$ cat config.mk
export PLATFORM = sky130hd
export DESIGN_NAME = uart_tx_feeder_flat
export DESIGN_NICKNAME = d
export VERILOG_FILES = /design/src/rtl/uart_tx_feeder_if.sv /design/src/rtl/uart_tx_feeder.sv /design/src/flat_wrapper.sv
export SDC_FILE = /design/constraint.sdc
export NUM_CORES = 1
export LEC_CHECK = 0
export ABC_AREA = 1
export ABC_CLOCK_PERIOD_IN_PS = 1990
export BUFFER_PORTS_ARGS = -buffer_cell sky130_fd_sc_hd__buf_4
export CORE_MARGIN = 4
export CORE_UTILIZATION = 30
export CTS_BUF_LIST = sky130_fd_sc_hd__clkbuf_16
export CTS_CLUSTER_SIZE = 28
export DETAILED_ROUTE_END_ITERATION = 7
export MAX_ROUTING_LAYER = met4
export SYNTH_ARGS = -nofsm -noshare
export SYNTH_HDL_FRONTEND = slang
export SYNTH_SLANG_ARGS = --single-unit
$ cat constraint.sdc
create_clock -name sys_clk -period 1.99 [get_ports sys_clk]
set_input_delay 0.0995 -clock sys_clk [delete_from_list [all_inputs] [get_ports sys_clk]]
set_output_delay 0.0995 -clock sys_clk [all_outputs]
set_load 0.02 [all_outputs]
$ cat src/rtl/uart_tx_feeder_if.sv
// Producer/transmitter-side signal bundle for uart_tx_feeder.
// The slave modport is the feeder itself; master is whoever drives it.
interface uart_tx_feeder_if #(
  parameter int AW = 4
);
  logic          wr_en;
  logic [7:0]    wr_data;
  logic          full;
  logic          empty;
  logic [AW:0]   level;
  logic          tx_busy;
  logic          tx_en;
  logic [7:0]    tx_byte;
  logic          ovf_err;
  logic          tmo_err;
  logic          err_clr;

  modport master (
    output wr_en, wr_data, tx_busy, err_clr,
    input  full, empty, level, tx_en, tx_byte, ovf_err, tmo_err
  );

  modport slave (
    input  wr_en, wr_data, tx_busy, err_clr,
    output full, empty, level, tx_en, tx_byte, ovf_err, tmo_err
  );
endinterface

$ cat src/rtl/uart_tx_feeder.sv
// Byte FIFO plus sequencer feeding a UART transmitter: one tx_en strobe per
// byte, tx_byte held for the whole frame, tx_busy handshake with timeout.
module uart_tx_feeder #(
  parameter int DEPTH      = 16,
  parameter int AW         = 4,
  parameter int GAP_CYCLES = 0,
  parameter int BUSY_TMO   = 8
) (
  input  logic            sys_clk,
  input  logic            sys_rst,
  uart_tx_feeder_if.slave bus
);
  localparam int               TW       = $clog2(BUSY_TMO + 1);
  localparam logic [TW-1:0]    TMO_LAST = TW'(BUSY_TMO - 1);
  localparam logic [7:0]       GAP_LAST = 8'(GAP_CYCLES - 1);
  localparam logic [AW:0]      DEPTH_L  = (AW+1)'(DEPTH);
  localparam logic [AW:0]      ONE_L    = (AW+1)'(1);

  typedef enum logic [2:0] {
    IDLE, LOAD, START, WAIT_BUSY, WAIT_DONE, GAP
  } state_t;

  state_t          state;
  logic [7:0]      mem [DEPTH];
  logic [AW-1:0]   wr_ptr, rd_ptr;
  logic [AW:0]     level, level_nxt;
  logic            full, empty;
  logic            tx_en, ovf_err, tmo_err;
  logic [7:0]      tx_byte;
  logic [TW-1:0]   tmo_cnt;
  logic [7:0]      gap_cnt;
  logic            push, pop, ovf_set, tmo_set;

  assign push    = bus.wr_en && !full;
  assign ovf_set = bus.wr_en && full;
  assign pop     = (state == IDLE) && !empty && !bus.tx_busy;
  assign tmo_set = (state == WAIT_BUSY) && !bus.tx_busy && (tmo_cnt == TMO_LAST);

  always_comb begin
    level_nxt = level;
    if (push && !pop)      level_nxt = level + ONE_L;
    else if (pop && !push) level_nxt = level - ONE_L;
  end

  // Storage needs no reset; occupancy is tracked by the pointers and level.
  always_ff @(posedge sys_clk) begin
    if (push) mem[wr_ptr] <= bus.wr_data;
  end

  always_ff @(posedge sys_clk) begin
    if (sys_rst) begin
      wr_ptr <= '0;
      rd_ptr <= '0;
      level  <= '0;
      full   <= 1'b0;
      empty  <= 1'b1;
    end else begin
      if (push) wr_ptr <= wr_ptr + AW'(1);
      if (pop)  rd_ptr <= rd_ptr + AW'(1);
      level <= level_nxt;
      full  <= (level_nxt == DEPTH_L);
      empty <= (level_nxt == '0);
    end
  end

  always_ff @(posedge sys_clk) begin
    if (sys_rst) begin
      state   <= IDLE;
      tx_en   <= 1'b0;
      tx_byte <= 8'h00;
      tmo_cnt <= '0;
      gap_cnt <= '0;
    end else begin
      tx_en <= 1'b0;
      case (state)
        IDLE: begin
          if (pop) begin
            tx_byte <= mem[rd_ptr];
            state   <= LOAD;
          end
        end
        LOAD: begin
          tx_en   <= 1'b1;
          tmo_cnt <= '0;
          state   <= START;
        end
        // tmo_cnt counts cycles since tx_en, so the START cycle is count 1.
        START: begin
          tmo_cnt <= tmo_cnt + TW'(1);
          state   <= WAIT_BUSY;
        end
        WAIT_BUSY: begin
          if (bus.tx_busy)  state <= WAIT_DONE;
          else if (tmo_set) state <= IDLE;
          else              tmo_cnt <= tmo_cnt + TW'(1);
        end
        WAIT_DONE: begin
          if (!bus.tx_busy) begin
            if (GAP_CYCLES > 0) begin
              gap_cnt <= '0;
              state   <= GAP;
            end else begin
              state   <= IDLE;
            end
          end
        end
        GAP: begin
          if (gap_cnt == GAP_LAST) state <= IDLE;
          else                     gap_cnt <= gap_cnt + 8'd1;
        end
        default: state <= IDLE;
      endcase
    end
  end

  // Clear beats a coincident set; the coincident event is lost.
  always_ff @(posedge sys_clk) begin
    if (sys_rst || bus.err_clr) begin
      ovf_err <= 1'b0;
      tmo_err <= 1'b0;
    end else begin
      if (ovf_set) ovf_err <= 1'b1;
      if (tmo_set) tmo_err <= 1'b1;
    end
  end

  assign bus.full    = full;
  assign bus.empty   = empty;
  assign bus.level   = level;
  assign bus.tx_en   = tx_en;
  assign bus.tx_byte = tx_byte;
  assign bus.ovf_err = ovf_err;
  assign bus.tmo_err = tmo_err;
endmodule
$ cat src/flat_wrapper.sv
// flat-port wrapper written by rule: the top's interface ports become plain ports
module uart_tx_feeder_flat 
#(
  parameter int DEPTH      = 16,
  parameter int AW         = 4,
  parameter int GAP_CYCLES = 0,
  parameter int BUSY_TMO   = 8
)
  (sys_clk, sys_rst, bus_wr_en, bus_wr_data, bus_tx_busy, bus_err_clr, bus_full, bus_empty, bus_level, bus_tx_en, bus_tx_byte, bus_ovf_err, bus_tmo_err);
  uart_tx_feeder_if #(.AW(AW)) bus_i ();
  input  logic sys_clk;
  input  logic sys_rst;
  input wire logic [$bits(bus_i.wr_en)-1:0] bus_wr_en;
  input wire logic [$bits(bus_i.wr_data)-1:0] bus_wr_data;
  input wire logic [$bits(bus_i.tx_busy)-1:0] bus_tx_busy;
  input wire logic [$bits(bus_i.err_clr)-1:0] bus_err_clr;
  output wire logic [$bits(bus_i.full)-1:0] bus_full;
  output wire logic [$bits(bus_i.empty)-1:0] bus_empty;
  output wire logic [$bits(bus_i.level)-1:0] bus_level;
  output wire logic [$bits(bus_i.tx_en)-1:0] bus_tx_en;
  output wire logic [$bits(bus_i.tx_byte)-1:0] bus_tx_byte;
  output wire logic [$bits(bus_i.ovf_err)-1:0] bus_ovf_err;
  output wire logic [$bits(bus_i.tmo_err)-1:0] bus_tmo_err;
  assign bus_i.wr_en = bus_wr_en;
  assign bus_i.wr_data = bus_wr_data;
  assign bus_i.tx_busy = bus_tx_busy;
  assign bus_i.err_clr = bus_err_clr;
  assign bus_full = bus_i.full;
  assign bus_empty = bus_i.empty;
  assign bus_level = bus_i.level;
  assign bus_tx_en = bus_i.tx_en;
  assign bus_tx_byte = bus_i.tx_byte;
  assign bus_ovf_err = bus_i.ovf_err;
  assign bus_tmo_err = bus_i.tmo_err;
  uart_tx_feeder #(.DEPTH(DEPTH), .AW(AW), .GAP_CYCLES(GAP_CYCLES), .BUSY_TMO(BUSY_TMO)) u_core (.sys_clk(sys_clk), .sys_rst(sys_rst), .bus(bus_i));
endmodule
==> qor.txt <==
CTS resizes: 0
Syn Nets: 694
Layout fillers: 2355
Via count: 4976
CP max stage delay: 0.34 ns
DP HPWL: 10700 um
Pwr Density: 1110 nW/um^2
Slew HR: 0.745
Vias per cell: 4.73
CTS Buffer Depth: 2
Number of routed nets with antenna violations: 0
Slowest cell on crit path: dfxtp_1
Layout cell share with drive strength beyond 1: 0.154
Clk_lat worst skew: 0.43 ns
Clock sink count: 169
Area Growth Syn to Fin: 17.5%
Detailed Route WL: 16900 um
Yosys cell types: 40
Floorplan die width: 163 um
First-pass detailed-route iteration total: 5
Final hold violation count: 0
Die area: 26600 sq um
Total gr overflow: 0
Mapped Cells: 672
Least-Margin Pin Slew: 0.382 ns
Diode count: 0
Synthesis-stage register bit count: 169
Crit-path cells: nor2_4 > inv_1 > nor2_1 > nand2_1 > nor2_1 > buf_4
Largest net degree at the start of global routing: 68
Required @ worst endpoint: 2.12 ns
Crit path capture type: flip-flop
RSZ-0062 raised after global routing: no
Row count: 56
Max-cap violations: 0
Hold crit path type: input pin to flip-flop
IO buf count: 30
Critical path class: flip-flop to flip-flop
DR iter-0 viols: 428
DP Area: 7890 sq um
Setup-failing EPs final: 0
YS warnings: 0
Critical Path AT: 1.82 ns
Period Utilization, post-route: 0.849
Design area: 8480 sq um
Initial Utilization: 0.307
Placer Congestion: 0.894
Pleak: 3.05 nW
Crit start category: flip-flop
Clk Tree Root Cell: clkbuf_16
Minimum clock period: 1.69 ns
Drt wl/cell: 16.1 um
Pins Over Slew Limit: 0
Setup total negative slack: 0 ns
Finished Core Util: 0.360
Synth Cell Area: 7220 sq um
Critical path fanouts, max: 8
Core area: 23500 sq um
Tot Pwr: 9.39 mW
TritonCTS clock tree: done
Commonest non-fill, non-tap cell in the layout: nor2_1
Residual DRC: 0
Seq/Total Area, Yosys: 0.646
Most frequent CP cell: nor2_1
CTS buffer count: 17
Commonest non-fill, non-tap cells in the layout: 129 x nor2_1, 128 x edfxtp_1, 74 x o21ai_0
IO Pins: 31
Nets@finish: 741
Vias in the first global route: 4761
Initial antenna violation count: 0
Chip height: 163 um
Clock slew at reported path FFs: 0.06 ns
Fmax: 592 MHz
First-pass GRT wire length: 26700 um
CTS H-Tree Depth: 4
GRT Total Usage: 0.135
Worst setup skew after layout: 0.0154 ns
Syn_area_per_cell: 10.7 sq um
Maximum VDD drop: 0.629 mV
Outcome: complete, no violations
flip-flops by register name, summed over array words and instances, names as in the netlist:
name,flops
u_core.tmo_cnt,4
u_core.mem,128
u_core.gap_cnt,8
u_core.bus.full,1
u_core.bus.tx_en,1
u_core.rd_ptr,4
u_core.bus.ovf_err,1
u_core.state,3
u_core.bus.empty,1
u_core.wr_ptr,4
u_core.bus.tx_byte,8
u_core.bus.level,5
u_core.bus.tmo_err,1
final cells by class:
type | count | area (sq um) | share of cell area
Clock buffer | 17 | 425 | 0.0501
Inverter | 51 | 191 | 0.0226
Tap cell | 319 | 399 | 0.0470
Multi-Input combinational cell | 421 | 2190 | 0.258
Sequential cell | 169 | 4670 | 0.550
Clock inverter | 15 | 125 | 0.0147
Timing Repair Buffer | 59 | 490 | 0.0578
worst max-delay path: cells and delay by family (launching register included):
kind,cells,cell delay (ns)
AND/OR/NAND/NOR,4,0.65
flip-flops,1,0.34
buffers and inverters,2,0.41
cell families after synthesis:
kind of cell    synth area share
simple gates               0.169
xor+xnor                 0.00243
compound gates             0.115
buf+inv                   0.0515
flops                      0.646
fa+ha+maj                 0.0156
stage by stage:
step	hold WS, ns	instances	worst slack (ns)
3_5_place_dp	0.363	1015	0.320
6_report	0.0128	1051	0.300
5_1_grt	0.0209	1051	0.153
4_1_cts	0.00750	1051	0.297
2_1_floorplan	0.176	672	0.306
3_3_place_gp	0.361	1015	0.314
synthesized netlist by cell type:
master | instances | area share
a21oi_1 | 22 | 0.015
dfxtp_1 | 41 | 0.11
nor3b_1 | 1 | 0.0010
buf_4 | 3 | 0.0031
nand3b_1 | 3 | 0.0031
nand3_1 | 35 | 0.024
o21bai_1 | 1 | 0.0010
o21ai_0 | 74 | 0.051
nor2_1 | 129 | 0.067
nand3_2 | 4 | 0.0055
nand2_1 | 65 | 0.034
edfxtp_1 | 128 | 0.53
inv_1 | 45 | 0.023
buf_1 | 1 | 0.00052
nor3_4 | 1 | 0.0023
clkbuf_1 | 10 | 0.0052
nand2_4 | 2 | 0.0031
o21ai_1 | 3 | 0.0021
buf_2 | 10 | 0.0069
a31oi_1 | 1 | 0.00087
nor3_2 | 1 | 0.0014
nand2_2 | 3 | 0.0026
nor2_4 | 3 | 0.0047
clkinv_1 | 2 | 0.0010
nand3_4 | 2 | 0.0049
clkbuf_2 | 2 | 0.0014
a211oi_1 | 1 | 0.0010
nor2_2 | 4 | 0.0035
o21ai_2 | 1 | 0.0012
nor3_1 | 6 | 0.0042
o211ai_1 | 32 | 0.033
nor4_1 | 2 | 0.0017
xor2_1 | 1 | 0.0012
o21a_1 | 9 | 0.0094
inv_2 | 4 | 0.0021
buf_6 | 5 | 0.0078
xnor2_1 | 1 | 0.0012
nor2_8 | 1 | 0.0028
nand4_1 | 4 | 0.0035
ha_1 | 9 | 0.016
routing by layer:
metal  vias to the layer above  track usage  routed length, um
met2                       124        0.217               8240
met5                         -            -                  0
met3                        30       0.0235                680
met4                         0       0.0633                475
met1                      2386        0.166               7540
li1                       2436            -                  -
worst paths after layout:
| path | cells after the start | slack (ns) | startpoint | end |
|---|---|---|---|---|
| max | 6 | 0.30 | u_core.bus.full$_SDFF_PP0_ | u_core.mem[11][4]$_DFFE_PP_ |
| min | 1 | 0.01 | bus_wr_data[1] | u_core.mem[7][1]$_DFFE_PP_ |
| max reg2reg | 6 | 0.30 | u_core.bus.full$_SDFF_PP0_ | u_core.mem[11][4]$_DFFE_PP_ |
| min reg2reg | 2 | 0.44 | u_core.gap_cnt[4]$_SDFFE_PP0N_ | u_core.gap_cnt[4]$_SDFFE_PP0N_ |
power by group:
| part | internal (mW) | leakage [nW] | switching, mW | total [mW] |
|---|---|---|---|---|
| clock network | 1.72 | 0.277 | 1.37 | 3.09 |
| logic | 0.714 | 1.28 | 1.35 | 2.06 |
| registers | 4.01 | 1.49 | 0.219 | 4.23 |
repair_timing:
item                                   in CTS  in global routing
hold buffers                                4                  0
setup endpoints to repair                   0                  0
buffers inserted                            0                  0
endpoints found under the hold margin      27                  0
No activity file was read; power rests on OpenSTA's default activity.
